--- src/rtl/hs_pkg.sv ---
// hs_pkg: shared FSM state type and default sizing for the handshake transmitter
package hs_pkg;
  typedef enum logic [1:0] {IDLE, SETUP, WAIT_ACK} state_t;
  localparam int DEF_DATA_W = 3;
  localparam int DEF_DEPTH = 4;
  localparam int DEF_SYNC_STAGES = 2;
endpackage

--- src/rtl/hs_sync.sv ---
// hs_sync: multi-flop synchronizer for an asynchronous single-bit input
module hs_sync #(
  parameter int STAGES = 2
) (
  input  logic clk,
  input  logic rst,
  input  logic d,
  output logic q
);
  logic [STAGES-1:0] ff;
  always_ff @(posedge clk or posedge rst)
    if (rst) ff <= '0;
    else ff <= (ff << 1) | STAGES'(d);
  assign q = ff[STAGES-1];
endmodule

--- src/rtl/hs_tx_source.sv ---
// hs_tx_source: FIFO-buffered producer driving a two-phase bundled-data request/acknowledge channel
module hs_tx_source
  import hs_pkg::*;
#(
  parameter int DATA_W = DEF_DATA_W,
  parameter int DEPTH = DEF_DEPTH,
  parameter int SYNC_STAGES = DEF_SYNC_STAGES
) (
  input  logic              clk,
  input  logic              rst,
  input  logic              in_valid,
  output logic              in_ready,
  input  logic [DATA_W-1:0] in_data,
  output logic              req_out,
  output logic [DATA_W-1:0] data_out,
  input  logic              ack_in,
  output logic              busy,
  output logic [7:0]        tx_count,
  output logic              err
);
  localparam int AW = $clog2(DEPTH);
  logic [DATA_W-1:0] mem [DEPTH];
  logic [AW:0] wr_ptr, rd_ptr;
  logic empty, full, push, pop, done, spur, ack_s, err_q;
  state_t state, state_nxt;
  hs_sync #(.STAGES(SYNC_STAGES)) u_sync (.clk(clk), .rst(rst), .d(ack_in), .q(ack_s));
  assign empty = wr_ptr == rd_ptr;
  assign full = (wr_ptr[AW] != rd_ptr[AW]) && (wr_ptr[AW-1:0] == rd_ptr[AW-1:0]);
  // a pop frees the head slot on this edge, so a full FIFO can still take a word
  assign in_ready = !rst && (!full || pop);
  assign push = in_valid && in_ready;
  assign busy = (state != IDLE) || !empty;
  assign err = err_q || spur;
  always_comb begin
    done = (state == WAIT_ACK) && (ack_s == req_out);
    spur = (state != WAIT_ACK) && (ack_s != req_out);
    pop = !empty && ((state == IDLE) || done);
    state_nxt = pop ? SETUP : (state == SETUP) ? WAIT_ACK : done ? IDLE : state;
  end
  always_ff @(posedge clk or posedge rst)
    if (rst) state <= IDLE;
    else state <= state_nxt;
  always_ff @(posedge clk)
    if (push) mem[wr_ptr[AW-1:0]] <= in_data;
  always_ff @(posedge clk or posedge rst)
    if (rst) begin
      wr_ptr <= '0;
      rd_ptr <= '0;
      req_out <= 1'b0;
      data_out <= '0;
      tx_count <= '0;
      err_q <= 1'b0;
    end else begin
      wr_ptr <= wr_ptr + (AW+1)'(push);
      rd_ptr <= rd_ptr + (AW+1)'(pop);
      if (pop) data_out <= mem[rd_ptr[AW-1:0]];
      if (state == SETUP) req_out <= ~req_out;
      if (done) tx_count <= tx_count + 8'd1;
      if (spur) err_q <= 1'b1;
    end
endmodule

--- config.mk ---
export PLATFORM = sky130hd
export DESIGN_NAME = hs_tx_source
export DESIGN_NICKNAME = d
export VERILOG_FILES = /design/src/rtl/hs_pkg.sv /design/src/rtl/hs_sync.sv /design/src/rtl/hs_tx_source.sv
export SDC_FILE = /design/constraint.sdc
export NUM_CORES = 1
export LEC_CHECK = 0
export ABC_AREA = 1
export CORE_MARGIN = 2
export CORE_UTILIZATION = 53
export DETAILED_ROUTE_END_ITERATION = 8
export PLACE_DENSITY = 0.76
export SYNTH_ARGS = -nofsm -noshare
export SYNTH_HDL_FRONTEND = slang
export SYNTH_SLANG_ARGS = --single-unit
--- constraint.sdc ---
create_clock -name clk -period 2.5 [get_ports clk]
set_clock_uncertainty 0.2 [all_clocks]
set_input_delay 0.5 -clock clk [delete_from_list [all_inputs] [get_ports clk]]
set_output_delay 0.5 -clock clk [all_outputs]
set_load 0.01 [all_outputs]
# Word-level counts from Yosys, hierarchy flattened
# Memories as Yosys holds them, arrays and structs flattened. A register that Yosys moved wholly into a read port is not among the register bits.
# Index checks and enable logic that the tools add are counted.
[classes] n_addsub=3 eq_ne=8 muxes=5 bitwise_logic=2 reduce_logical=16
[ops] cell="$add A8 B1 Y8 const B" n=1
[ops] cell="$add A3 B1 Y3" n=2
[ops] cell="$logic_and A1 B1 Y1" n=6
[ops] cell="$mux W2" n=3
[ops] cell="$logic_or A1 B1 Y1" n=4
[ops] cell="$eq A3 B3 Y1" n=1
[ops] cell="$logic_not A1 Y1" n=3
[ops] cell="$reduce_bool A3 Y1" n=1
[ops] cell="$eq A2 B1 Y1 const B" n=1
[ops] cell="$eq A2 B2 Y1" n=1
[ops] cell="$eq A2 B2 Y1 const B" n=1
[ops] cell="$logic_not A2 Y1" n=1
[ops] cell="$mux W1" n=2
[ops] cell="$ne A1 B1 Y1" n=2
[ops] cell="$ne A2 B2 Y1 const B" n=1
[ops] cell="$or A2 B1 Y2" n=1
[ops] cell="$reduce_bool A2 Y1" n=1
[ops] cell="$eq A1 B1 Y1" n=1
[ops] cell="$not A1 Y1" n=1
[word_totals] regBits=20 ramBits=12 inputBits=7 out_inout_bits=15 word_cells=42 mem_count=1
[mem_list] name="mem" depth=4 width=3 rd=1 rd_clocked_by_memory_dff=1 write_ports=1 line_no="hs_tx_source.sv:22" rtl="logic [DATA_W-1:0] mem [DEPTH];"

# Longest topological paths before layout
# Gate-level depths: netlist of the first run.
[logic_depth] ltp_word=9 mapped_depth=11 mapped_depth_nobuf=10

# Hierarchy
# Synthesis of the first run repeated with hierarchy kept, for this count alone.
[hier_totals] cells_unflattened=153 hier_area_um2=1579.0
[modules_own_cells] module="hs_tx_source" instances=1 cells_each=150 area_per_inst_um2=1525.2
[modules_own_cells] module="hs_sync" instances=1 cells_each=3 area_per_inst_um2=53.8

# Worst setup path after synthesis of the first run
# Ideal clock, no wire load.
[synth_timing] path_type="input port to flip-flop" from="input port rst" to="register wr_ptr[2]" setup_time_ns=0.079 arrival_time_ns=1.712 t_required_ns=2.221 slack_ns=0.508 cell_stages=6 path_cell_list="inv_1 nand3_2 inv_1 ha_1 ha_1 xor2_1"
[synth_between] elab_chain_cells=4
[synth_lines] element="from (decl)" line_no="hs_tx_source.sv:10" rtl="input logic rst,"
[synth_lines] element="$logic_not A1 Y1 (no source line)"
[synth_lines] element="$logic_and A1 B1 Y1" line_no="hs_tx_source.sv:30" rtl="assign in_ready = !rst && (!full || pop);"
[synth_lines] element="$logic_and A1 B1 Y1" line_no="hs_tx_source.sv:31" rtl="assign push = in_valid && in_ready;"
[synth_lines] element="$add A3 B1 Y3" line_no="hs_tx_source.sv:54" rtl="wr_ptr <= wr_ptr + (AW+1)'(push);"
[synth_lines] element="to (signal assigned)" line_no="hs_tx_source.sv:54"
[synth_lines] element="to (decl)" line_no="hs_tx_source.sv:23" rtl="logic [AW:0] wr_ptr, rd_ptr;"
# No other way between the ends.
# A chain may end at the register's enable or synchronous reset.

# Final worst setup path of the first run
[layout_timing] from="register rd_ptr[0]" to="output port busy"
[layout_between] elab_chain_cells=3
[layout_lines] element="from (decl)" line_no="hs_tx_source.sv:23"
[layout_lines] element="from (signal assigned)" line_no="hs_tx_source.sv:55" rtl="rd_ptr <= rd_ptr + (AW+1)'(pop);"
[layout_lines] element="$eq A3 B3 Y1" line_no="hs_tx_source.sv:27" rtl="assign empty = wr_ptr == rd_ptr;"
[layout_lines] element="$logic_not A1 Y1" line_no="hs_tx_source.sv:32" rtl="assign busy = (state != IDLE) || !empty;"
[layout_lines] element="$logic_or A1 B1 Y1" line_no="hs_tx_source.sv:32"
[layout_lines] element="to (decl)" line_no="hs_tx_source.sv:17" rtl="output logic busy,"
# No other way between the ends.

==> summary.md, run 1 <==
| Metric | Value |
|---|---|
| Fin util | 68.1% |
| Final WL | 2.78 mm |
| Top post-synthesis cells by area | dfrtp_1, edfxtp_1, nand2_1, nor2_1, inv_1 |
| Pre-CTS WS | 0.178 ns |
| First-pass GRT wire length | 4.69 mm |
| ANT cells | 0 |
| Synthesized area | 1600 sq um |
| Share of cells above drive strength 1 | 10.7% |
| Reg clk slew, reported paths | 0.10 ns |
| Met2 Wirelength | 1.37 mm |
| Status | finished clean |
| Post-synth cell types | 21 |
| Post-route ant nets | 0 |
| Max-slew headroom | 77.9% |
| Hpwl dp | 2.07 mm |
| Syn Area/Cell | 9.61 sq um |
| Total Routing Usage GR | 18.5% |
| Hold path depth | 0 |
| FF-to-FF Start | wr_ptr[0] |
| Num CTS Buffers | 5 |
| Hold EP | u_sync.ff[1] |
| Hold/Removal Path Class | reg -> reg |
| Worst R2R Path Depth | 10 |
| Clock latency on the worst-skew pair | 0.33 ns |
| WP data arrival | 1.69 ns |
| DRC violations left | 0 |
| CTS Sinks | 35 |
| Flop and latch count out of synthesis | 35 |
| CP Max Fanout | 7 |
| Reg2Reg Setup Slack | 0.61 ns |
| Final GP Congestion | 0.848 |
| Final Setup Violations | 0 |
| Die X | 59.0 microns |
| Area fraction of the dominant cell type after synthesis | 35.9% |
| Height of the die | 59.0 microns |
| Met1 wire length | 1.24 mm |
| FFs w/ async S/R, synth | 65.7% |
| Leakage | 0.917 nW |
| Fin. max-slew vios | 0 |
| Clk buf depth | 2 |
| Post-DR wirelength/cell | 12.2 microns |
| Syn Nets | 179 |
| CP startpoint kind | flop |
| Standard-cell rows | 19 |
| Synth top cells by count | nand2_1, dfrtp_1, nor2_1, inv_1, edfxtp_1 |
| Port Buffers | 21 |
| CTS tree | yes |
| Initial DRC count | 37 |
| Max VDD drop | 0.744 mV |
| Post-synth EDFFs | 12 |
| Pin count of the biggest net entering global routing | 24 |
| CP Capture Type | primary output |
| Max_cap viols | 0 |
| Drt via density | 5.19 |
| Synth warnings | 0 |
| Final period utilization | 95.6% |
| Worst-Margin Slew | 0.331 ns |
| Num ports | 22 |
| Vias in the first global route | 1118 |
| TritonRoute pass-1 iters | 4 |
| Fmax | 418 MHz |
| Grt ovf | 0 |
| Root Buffer | clkbuf_4 |
| H-tree Lvls | 2 |
| Syn Inst Count | 167 |
| Sequential share of the synthesized area | 58.3% |
| Hold slack | 0.157 ns |
| PnR worst setup slack | 0.109 ns |
| Fin nets | 208 |
| CP Class | reg -> out |
| Most frequent cell after synthesis | nand2_1 |
| Highest routed layer | met4 |
| WP data required | 1.80 ns |
| # hold bufs at CTS | 0 |
| Met3 WL post-DR | 120 microns |
| Reg-to-Reg End | wr_ptr[2] |
| Post-synth top area cell | dfrtp_1 |
| Main synth FF type | dfrtp_1 |
| Area Overhead vs Synth | 19.0% |
| Core Area | 2810 sq um |
| PwrDens | 1090 nW/um^2 |
| Hold_sp | u_sync.ff[0] |
| Min Tclk post-route | 2.39 ns |
| Count of final hold-check violations | 0 |
| Initial core utilization | 57.2% |
| DR vias | 1184 |
| Initial antenna violation count | 0 |
| Die area | 3480 sq um |
-- cell usage in the layout, fill, tap and decap left out, drive strengths merged --
cell,synthesis,routed
o21bai,2,2
nand3,6,6
ha,5,5
o21ai,10,10
nand2,48,48
xor2,8,8
clkbuf,0,7
buf,1,2
nor2,22,22
clkdlybuf4s50,0,20
edfxtp,12,12
nand3b,1,1
a31oi,1,1
clkinv,0,1
inv,23,23
dfrtp,23,23
nor3,2,2
nand4,3,3
dlygate4sd2,0,1
-- what timing repair did --
| action | CTS | global route |
|---|---|---|
| buffers inserted | 1 | 0 |
| gates resized for setup | 2 | 2 |
| setup endpoints to repair | 2 | 1 |
-- worst max path at each step --
| stage | endpoint | start | slack [ns] | depth (start not counted) |
|---|---|---|---|---|
| 2_1_floorplan | wr_ptr[2] | rst | 0.51 | 6 |
| 3_3_place_gp | in_ready | rst | 0.19 | 3 |
| 3_5_place_dp | in_ready | rst | 0.18 | 3 |
| 4_1_cts | busy | wr_ptr[1] | 0.05 | 6 |
| 5_1_grt | busy | wr_ptr[1] | -0.001 | 6 |
| 6_report | busy | rd_ptr[0] | 0.11 | 6 |
-- critical path: stages (launching register included) --
cell	delay (ns)
dfrtp_2	0.46
inv_4	0.09
nand2_1	0.05
nand2_1	0.11
nor2_4	0.05
nand4_1	0.06
clkdlybuf4s50_1	0.54
-- where the power goes --
part	switching [mW]	leakage (nW)	total [mW]	internal (mW)
clock network	0.177	0.0293	0.287	0.110
registers	0.155	0.385	0.919	0.765
logic	0.506	0.503	0.876	0.370
total	0.838	0.917	2.08	1.24
-- registers in the layout, summed over array words and instances, names as in the netlist --
| signal | cells |
|---|---|
| tx_count | 8 |
| mem | 12 |
| state | 2 |
| err_q | 1 |
| wr_ptr | 3 |
| u_sync.ff | 2 |
| rd_ptr | 3 |
| data_out | 3 |
| req_out | 1 |
-- kinds of logic (layout without fill, tap and decap cells) --
group / count (synthesis) / count (layout) / share of synthesized area [%]
AOI/OAI and AO/OA: 13 / 13 / 4.45
buffers and inverters: 24 / 54 / 6.40
xor gates and xnor gates: 8 / 8 / 4.37
adders and majority gates: 5 / 5 / 3.90
DFF: 35 / 35 / 58.3
and+or+nand+nor: 82 / 82 / 22.5
-- through the flow --
stage | TNS, ns | cells | total power [mW] | instance area [sq um]
global placement | 0 | 219 | 1.75 | 1850
global route | -0.00109 | 228 | 2.26 | 1910
CTS | 0 | 228 | 2.09 | 1910
floorplan | 0 | 167 | 1.50 | 1600
detailed placement | 0 | 219 | 1.79 | 1850
finish | 0 | 228 | 2.08 | 1910
-- metal layers --
layer,vias to the layer above,global-route usage (%)
met4,0,8.44
met1,561,21.3
met5,-,0
met3,6,6.55
li1,591,-
met2,26,31.1
-- final cells by class --
class / instances / area (sq um)
flip-flops and latches: 35 / 940
repair buffers: 23 / 224
clock inverters: 1 / 5.00
fillers: 234 / 896
multi-input cells: 108 / 566
clock buffers: 7 / 45.0
well taps: 31 / 38.8
inverters: 23 / 91.3
No activity file was read; power rests on OpenSTA's default activity.
==> run 2, diff against run 1 <==
- CORE_MARGIN: 2 -> 1
==> run 2 against run 1 <==
The flow now finishes with violations (design-rule violations); wire length grew 4.1%; clock power grew 10%; global-route usage grew 2.8 points; critical path type unchanged; largest cell class unchanged.
==> summary.md, run 2 (synthesized netlist as in run 1, its figures left out) <==
| Metric | Value |
|---|---|
| Status | finished, violations left |
| Failing checks | design-rule violations |
| Min Tclk post-route | 2.35 ns (-0.0447 ns) |
| Sum Neg Setup Slack | 0 ns (unchanged) |
| WP buf/inv | 2 (unchanged) |
| Fin util | 69.4% (+1.3 points) |
| Kind of cell adding the most delay to the critical path | buffers and inverters |
| Hpwl dp | 2.11 mm (+1.9%) |
| Final Setup Violations | 0 (unchanged) |
| DR vias | 1205 (+1.8%) |
| Hold/Removal Path Class | reg -> reg |
| CTS tree | yes |
| H-tree Lvls | 2 (unchanged) |
| Core Area | 2810 sq um (unchanged) |
| CP startpoint kind | flop |
| Initial DRC count | 40 (+8.1%) |
| Total design power | 2.16 mW (+3.7%) |
| Final GP Congestion | 0.795 (-6.3%) |
| Initial core utilization | 57.2% (unchanged) |
| Vias in the first global route | 1210 (+8.2%) |
| RSZ-0062 raised after global routing | false |
| Num ports | 22 (unchanged) |
| Most frequent cells in the layout | nand2_1, nor2_1, dfrtp_1 |
| Share of cells above drive strength 1 | 12.0% (+1.3 points) |
| ANT cells | 0 (unchanged) |
| Die X | 57.0 microns (-3.4%) |
| Port Buffers | 21 (unchanged) |
| # hold bufs at CTS | 0 (unchanged) |
| Leading cell type in the layout, fill and taps excluded | nand2_1 |
| First-pass GRT wire length | 5.11 mm (+9.0%) |
| TritonRoute pass-1 iters | 6 (+2) |
| PnR worst setup slack | 0.154 ns (+0.0447 ns) |
| Pin count of the biggest net entering global routing | 24 (unchanged) |
| Post-DR wirelength/cell | 12.5 microns (+2.7%) |
| CP Class | reg -> out |
| Worst path max stage delay | 0.55 ns (about the same) |
| Final instance area | 1950 sq um (+2.0%) |
| PwrDens | 1110 nW/um^2 (+1.7%) |
| CP Max Fanout | 3 (-4) |
| Fmax | 426 MHz (+1.9%) |
| Finished Layout Cells | 231 (+1.3%) |
| Drt via density | 5.22 (+0.45%) |
| WP data arrival | 1.65 ns (-0.04 ns) |
| Max FFs per register | 12 (unchanged) |
| Total Routing Usage GR | 21.4% (+2.8 points) |
| Fin nets | 211 (+1.4%) |
| CTS Sinks | 35 (unchanged) |
| Slowest library cell on the worst path | clkdlybuf4s50_1 |
| Worst-Margin Slew | 0.293 ns (-0.0375 ns) |
| CP Capture Type | primary output |
| Hold slack | 0.158 ns (+0.000639 ns) |
| Final WL | 2.90 mm (+4.1%) |
| Die area | 3250 sq um (-6.7%) |
| Initial antenna violation count | 0 (unchanged) |
| CP cell instances | inv_1 > nand2_1 > nand2_1 > o21bai_1 > clkdlybuf4s50_1 |
| Placed Cells | 219 (unchanged) |
| WP data required | 1.80 ns (about the same) |
| Num CTS Buffers | 5 (unchanged) |
| Height of the die | 57.0 microns (-3.4%) |
| Count of final hold-check violations | 0 (unchanged) |
| Critical Path Most Common Cell | nand2_1 |
| Pre-CTS WS | 0.175 ns (-0.00314 ns) |
| DRC violations left | 3 (+3) |
| Max_cap viols | 0 (unchanged) |
| Dpl cell area | 1850 sq um (unchanged) |
| Root Buffer | clkbuf_4 |
| Leakage | 0.947 nW (+3.3%) |
| Final period utilization | 93.9% (-1.8 points) |
| Reg clk slew, reported paths | 0.10 ns (about the same) |
| Standard-cell rows | 19 (unchanged) |
| Max-slew headroom | 80.4% (+2.5 points) |
| Fin. max-slew vios | 0 (unchanged) |
| Clock latency on the worst-skew pair | 0.34 ns (about the same) |
| Area Overhead vs Synth | 21.4% |
| Clk buf depth | 2 (unchanged) |
| Post-route ant nets | 0 (unchanged) |
| Max VDD drop | 0.766 mV (+3.0%) |
| Grt ovf | 0 (unchanged) |
## run 2: cell types whose count changed in the layout (fill, tap and decap cells not counted), sizes merged
cell           previous run  this run
buf                       2         5
clkdlybuf4s50            20        19
dlygate4sd2               1         0
dlymetal6s2s              0         2
## run 2: final cells by class
type / count / area, sq um
Timing Repair Buffer: 26 / 253
Clock buffer: 7 / 55.1
Fill cell: 214 / 858
Multi-Input combinational cell: 108 / 566
Inverter: 23 / 91.3
Tap cell: 31 / 38.8
Sequential cell: 35 / 938
Clock inverter: 1 / 5.00
## run 2: report_power, final
group | internal [mW] | switching, mW | total (mW)
registers | 0.763 | 0.145 | 0.908
logic | 0.403 | 0.533 | 0.935
clock network | 0.136 | 0.180 | 0.316
total | 1.30 | 0.858 | 2.16
## run 2: what timing repair did
item | in CTS | in global routing
resized for setup | 2 | 2
setup buffers | 2 | 2
setup endpoints to repair | 2 | 2
## run 2: metal layers
layer	vias to the layer above	GRT usage [%]	share of wire, %	wire [microns]
li1	597	-	-	-
met1	566	24.7	41	1190
met2	34	36.8	52	1510
met3	8	4.76	4.6	133
met4	0	11.8	2.0	58
met5	-	0	0	0
## run 2: final timing paths
check                              from           end  slack [ns]  cells after the start
setup / recovery                req_out           err        0.15                      5
hold / removal             u_sync.ff[0]  u_sync.ff[1]        0.16                      0
setup reg to reg              wr_ptr[1]     wr_ptr[2]        0.56                     10
hold reg to reg            u_sync.ff[0]  u_sync.ff[1]        0.16                      0
max in group asynchronous           rst     rd_ptr[0]        1.45                      3
min in group asynchronous           rst     rd_ptr[2]        0.39                      3
==> run 3, diff against run 2 <==
- CORE_UTILIZATION: 53 -> 48
- PLACE_DENSITY: 0.76 -> 0.72
- RECOVER_POWER: not set -> 100
- SETUP_SLACK_MARGIN: not set -> 0.1
- clock period: 2.5 -> 1.95 ns (I/O delays scaled with it)
==> run 3 against run 2 <==
The run now ends clean; flip-flop and latch count did not move; register-to-register slack lost 0.53 ns; wire length rose by 13%; die area is 10% higher; critical endpoint is now busy; highest routed layer unchanged.
==> summary.md, run 3 (synthesized netlist as in run 1, its figures left out) <==
| Metric | Value |
|---|---|
| Sequential share of power | 32.0% (-10 points) |
| Count of final hold-check violations | 0 (unchanged) |
| RSZ-0062 raised after global routing | true |
| Num ports | 22 (unchanged) |
| Grt ovf | 0 (unchanged) |
| CP Capture Type | primary output |
| Initial antenna violation count | 0 (unchanged) |
| Status | finished clean |
| Share of cells above drive strength 1 | 29.3% (+17 points) |
| Height of the die | 59.8 microns (+4.9%) |
| Met2 Use GR | 40.0% (+3.2 points) |
| Comb pwr share | 49.7% (+6.4 points) |
| Root Buffer | clkbuf_4 |
| DR vias | 1287 (+6.8%) |
| NetSw | 1.29 mW (+50%) |
| Standard-cell rows | 20 (+1) |
| Sum Neg Setup Slack | 0 ns (unchanged) |
| Core Area | 3100 sq um (+11%) |
| Pin count of the biggest net entering global routing | 24 (unchanged) |
| Area Overhead vs Synth | 40.2% |
| Clk buf depth | 2 (unchanged) |
| Pre-CTS WS | -0.192 ns (-0.367 ns) |
| Power share of the clock group | 18.3% (+3.6 points) |
| Final instance area | 2250 sq um (+15%) |
| CTS tree | yes |
| ANT cells | 0 (unchanged) |
| Leading cell type in the layout, fill and taps excluded | nand2_1 |
| Placed Cells | 244 (+11%) |
| Total Routing Usage GR | 22.3% (+0.97 points) |
| Fin util | 72.5% (+3.1 points) |
| CP startpoint kind | flop |
| Reg clk slew, reported paths | 0.11 ns (about the same) |
| WP data required | 1.36 ns (-0.44 ns) |
| Reg2Reg Setup Slack | 0.03 ns (-0.53 ns) |
| First-pass GRT wire length | 5.58 mm (+9.3%) |
| Die X | 59.8 microns (+4.9%) |
| Final WL | 3.28 mm (+13%) |
| Fmax | 515 MHz |
| Post-route ant nets | 0 (unchanged) |
| Post-DR wirelength/cell | 12.2 microns (-2.7%) |
| Initial core utilization | 51.7% (-5.5 points) |
| Max VDD drop | 0.885 mV (+16%) |
| Final period utilization | 99.6% |
| Total design power | 3.51 mW (+62%) |
| Dpl cell area | 1960 sq um (+6.0%) |
| Fin. max-slew vios | 0 (unchanged) |
| Leakage | 1.11 nW (+18%) |
| Finished Layout Cells | 269 (+16%) |
| Max_cap viols | 0 (unchanged) |
| PnR worst setup slack | 0.00689 ns (-0.147 ns) |
| Hold slack | 0.159 ns (+0.00129 ns) |
| Most frequent cells in the layout | nand2_1, buf_4, dfrtp_1 |
| DRC violations left | 0 (-3) |
| Port Buffers | 21 (unchanged) |
| WP data arrival | 1.35 ns (-0.30 ns) |
| Global route hottest layer | met2 |
| Die area | 3580 sq um (+10%) |
| Drt via density | 4.78 (-8.3%) |
| Sw Ratio | 36.8% (-2.9 points) |
| CTS Sinks | 35 (unchanged) |
| Num CTS Buffers | 5 (unchanged) |
| PwrDens | 1560 nW/um^2 (+41%) |
| TritonRoute pass-1 iters | 4 (-2) |
| Worst-Margin Slew | 0.558 ns (+0.265 ns) |
| Fin nets | 236 (+12%) |
| Max FFs per register | 12 (unchanged) |
| Initial DRC count | 39 (-2.5%) |
| Int Power | 2.22 mW (+70%) |
| CP Class | reg -> out |
| Met3 usage | 6.71% (+1.9 points) |
| Clock latency on the worst-skew pair | 0.34 ns (about the same) |
| Final GP Congestion | 0.796 (+0.18%) |
| GRT met1 Usage | 23.3% (-1.4 points) |
| Final Setup Violations | 0 (unchanged) |
| Vias in the first global route | 1304 (+7.8%) |
| Hpwl dp | 2.23 mm (+5.8%) |
| H-tree Lvls | 2 (unchanged) |
| Min Tclk post-route | 1.94 ns |
| Max-slew headroom | 62.8% (-18 points) |
| CP Max Fanout | 4 (+1) |
| Hold/Removal Path Class | reg -> reg |
## run 3: critical path, cell delays in order, from the launching register on
cell and delay [ns]:
dfrtp_1 0.42, inv_2 0.06, nand2_2 0.07, nand2_2 0.07, nor2_4 0.13, nand4_1 0.10
buf_2 0.15
## run 3: power groups by stage
stage	clock network (mW)	logic [mW]	registers (mW)
detailed placement	0	1.33	1.17
global route	0.687	1.93	1.14
finish	0.642	1.74	1.12
global placement	0	1.29	1.15
CTS	0.658	1.58	1.12
floorplan	0	0.746	1.18
## run 3: timing repair
item / 4_1_cts / 5_1_grt
endpoints found under the hold margin: 0 / 0
pin swaps: 8 / 9
setup buffers: 14 / 3
setup endpoints to repair: 26 / 25
resized for setup: 30 / 17
hold buffers: 0 / 0
## run 3: layer usage
metal	up-vias	wire length, microns	part of all wire, %
li1	641	-	-
met1	614	1320	40
met2	25	1790	54
met3	7	109	3.3
met4	0	68	2.1
met5	-	0	0
## run 3: worst paths after layout
check / start / to / cells past startpoint
setup / recovery: wr_ptr[0] / busy / 6
hold / removal: u_sync.ff[0] / u_sync.ff[1] / 0
setup reg to reg: wr_ptr[0] / rd_ptr[2] / 12
hold reg to reg: u_sync.ff[0] / u_sync.ff[1] / 0
max in group asynchronous: rst / tx_count[6] / 3
min in group asynchronous: rst / rd_ptr[2] / 3
## run 3: layout make-up
type	instances	area, sq um
repair buffers	51	419
clock buffers	5	37.5
multi-input cells	108	638
well taps	44	55.1
fillers	243	855
clock inverters	3	67.6
flip-flops and latches	35	936
inverters	23	95.1
==> RTL edit (flow settings as in run 2) <==
The package constant `DEF_DATA_W` goes from 3 to 6.
--- a/src/rtl/hs_pkg.sv
+++ b/src/rtl/hs_pkg.sv
@@ -3,3 +3,3 @@
   typedef enum logic [1:0] {IDLE, SETUP, WAIT_ACK} state_t;
-  localparam int DEF_DATA_W = 3;
+  localparam int DEF_DATA_W = 6;
   localparam int DEF_DEPTH = 4;
Ports: changed (resized data_out and in_data); port bits go from 22 to 28. No check against the original RTL was run, so the function may have changed too.
==> RTL edit against run 2 <==
- sequential cell count is 15 higher
- utilization shrank 0.30 points
- final area up 35%
- synthesized area grew 35%
- sequential share of layout area grew 4.1 points
- total power increased by 33%
- setup slack worse by 26 ps
- routed wire length grew 32%
- largest power group is now sequential cells
- highest routed layer unchanged
==> RTL edit: results (changes against run 2) <==
* Run status: complete, no violations
* Share of post-route cells with drive strength above 1 at 9.80% (-2.2 points)
* Met2 routed wirelength at 1960 um (+29%)
* Total routing resource utilization after global routing at 20.3% (-1.0 points)
* Placed wire-length estimate after detailed placement at 2740 um (+30%)
* Clock root buffer master: clkbuf_8
* XOR/XNOR Fraction of Synth Area at 3.24% (-1.1 points)
* Met2 Use GR at 35.7% (-1.1 points)
* Mean Syn Cell Area at 10.1 um2 (+5.2%)
* Launch point of the worst path: rd_ptr[2]$_DFF_PP0_
* Via density per instance at 5.02 (-3.7%)
* Number of cells after detailed placement at 293 (+34%)
* Wire length of the first global-routing pass at 6410 um (+26%)
* Number of DRC markers after the initial detailed-route iteration at 105 (+160%)
* Vias in the first global route at 1459 (+21%)
* Number of enable-type register cells in the synthesized netlist at 24 (+12)
* Maximum cell stage delay along the critical path at 530 ps (-20 ps)
* Final Net Count at 269 (+27%)
* Post-Syn Nets at 229 (+28%)
* Critical register-to-register path startpoint: rd_ptr[1]$_DFF_PP0_
* Compound-Gate Fraction of Synth Area at 4.68% (+0.24 points)
* Adder-cell area share of the yosys netlist at 2.89% (-1.0 points)
* Clock latency of the later-clocked register in the worst-skew pair at 290 ps (-50 ps)
* Pin count of the biggest net entering global routing at 27 (+13%)
* Highest ir drop seen on vdd at 0.579 mV (-24%)
* Worst R2R Setup Slack at 580 ps (+20 ps)
* Number of flip-flops under the largest register name at 24 (+12)
* M1 GR Usage at 24.8% (+0.038 points)
* GRT met3 Usage at 4.14% (-0.62 points)
* Netlist cell types at 23 (+9.5%)
* Critical path arrival at 1670 ps (+20 ps)
* Most instantiated cells after synthesis: 55 x nand2_1, 33 x nor2_1, 26 x dfrtp_1, 24 x edfxtp_1, 19 x inv_1
* Filler Cell Count at 306 (+43%)
* Static power due to leakage at 0.00121 uW (+27%)
==> RTL edit: repair_timing <==
item / CTS / global route
endpoints found under the setup margin: 2 / 1
buffers inserted: 2 / 0
gates resized for setup: 1 / 1
hold endpoints to repair: 0 / 0
==> RTL edit: area by class of cell <==
type,instances,area share (%)
clock buffers,5,2.62
inverters,23,3.57
clock inverters,3,0.429
well taps,48,2.29
repair buffers,36,13.0
flip-flops and latches,50,52.3
multi-input cells,138,25.8
==> RTL edit: through the flow <==
stage / hold WS [ps] / worst slack (ps) / instance area [um2]
5_1_grt: 178 / 47.2 / 2630
4_1_cts: 156 / 13.0 / 2620
3_5_place_dp: 136 / 189 / 2530
3_3_place_gp: 140 / 195 / 2530
2_1_floorplan: 131 / 257 / 2160
6_report: 152 / 128 / 2630
==> RTL edit: worst min path at each step <==
stage	from	slack, ps	cells past startpoint	end
floorplan	u_sync.ff[0]$_DFF_PP0_	130	0	u_sync.ff[1]$_DFF_PP0_
global placement	u_sync.ff[0]$_DFF_PP0_	140	0	u_sync.ff[1]$_DFF_PP0_
detailed placement	u_sync.ff[0]$_DFF_PP0_	140	0	u_sync.ff[1]$_DFF_PP0_
CTS	u_sync.ff[0]$_DFF_PP0_	160	0	u_sync.ff[1]$_DFF_PP0_
global route	u_sync.ff[0]$_DFF_PP0_	180	0	u_sync.ff[1]$_DFF_PP0_
finish	u_sync.ff[0]$_DFF_PP0_	150	0	u_sync.ff[1]$_DFF_PP0_
==> RTL edit: where the power goes <==
group,internal (uW),switching [uW],total [uW]
registers,1080,165,1250
clock network,187,247,434
logic,512,690,1200
total,1780,1100,2880
==> RTL edit: logic make-up after synthesis <==
| family | Yosys count |
|---|---|
| fa+ha+maj | 5 |
| compound gates | 19 |
| flops | 50 |
| buf+inv | 26 |
| simple gates | 106 |
| xor+xnor | 8 |
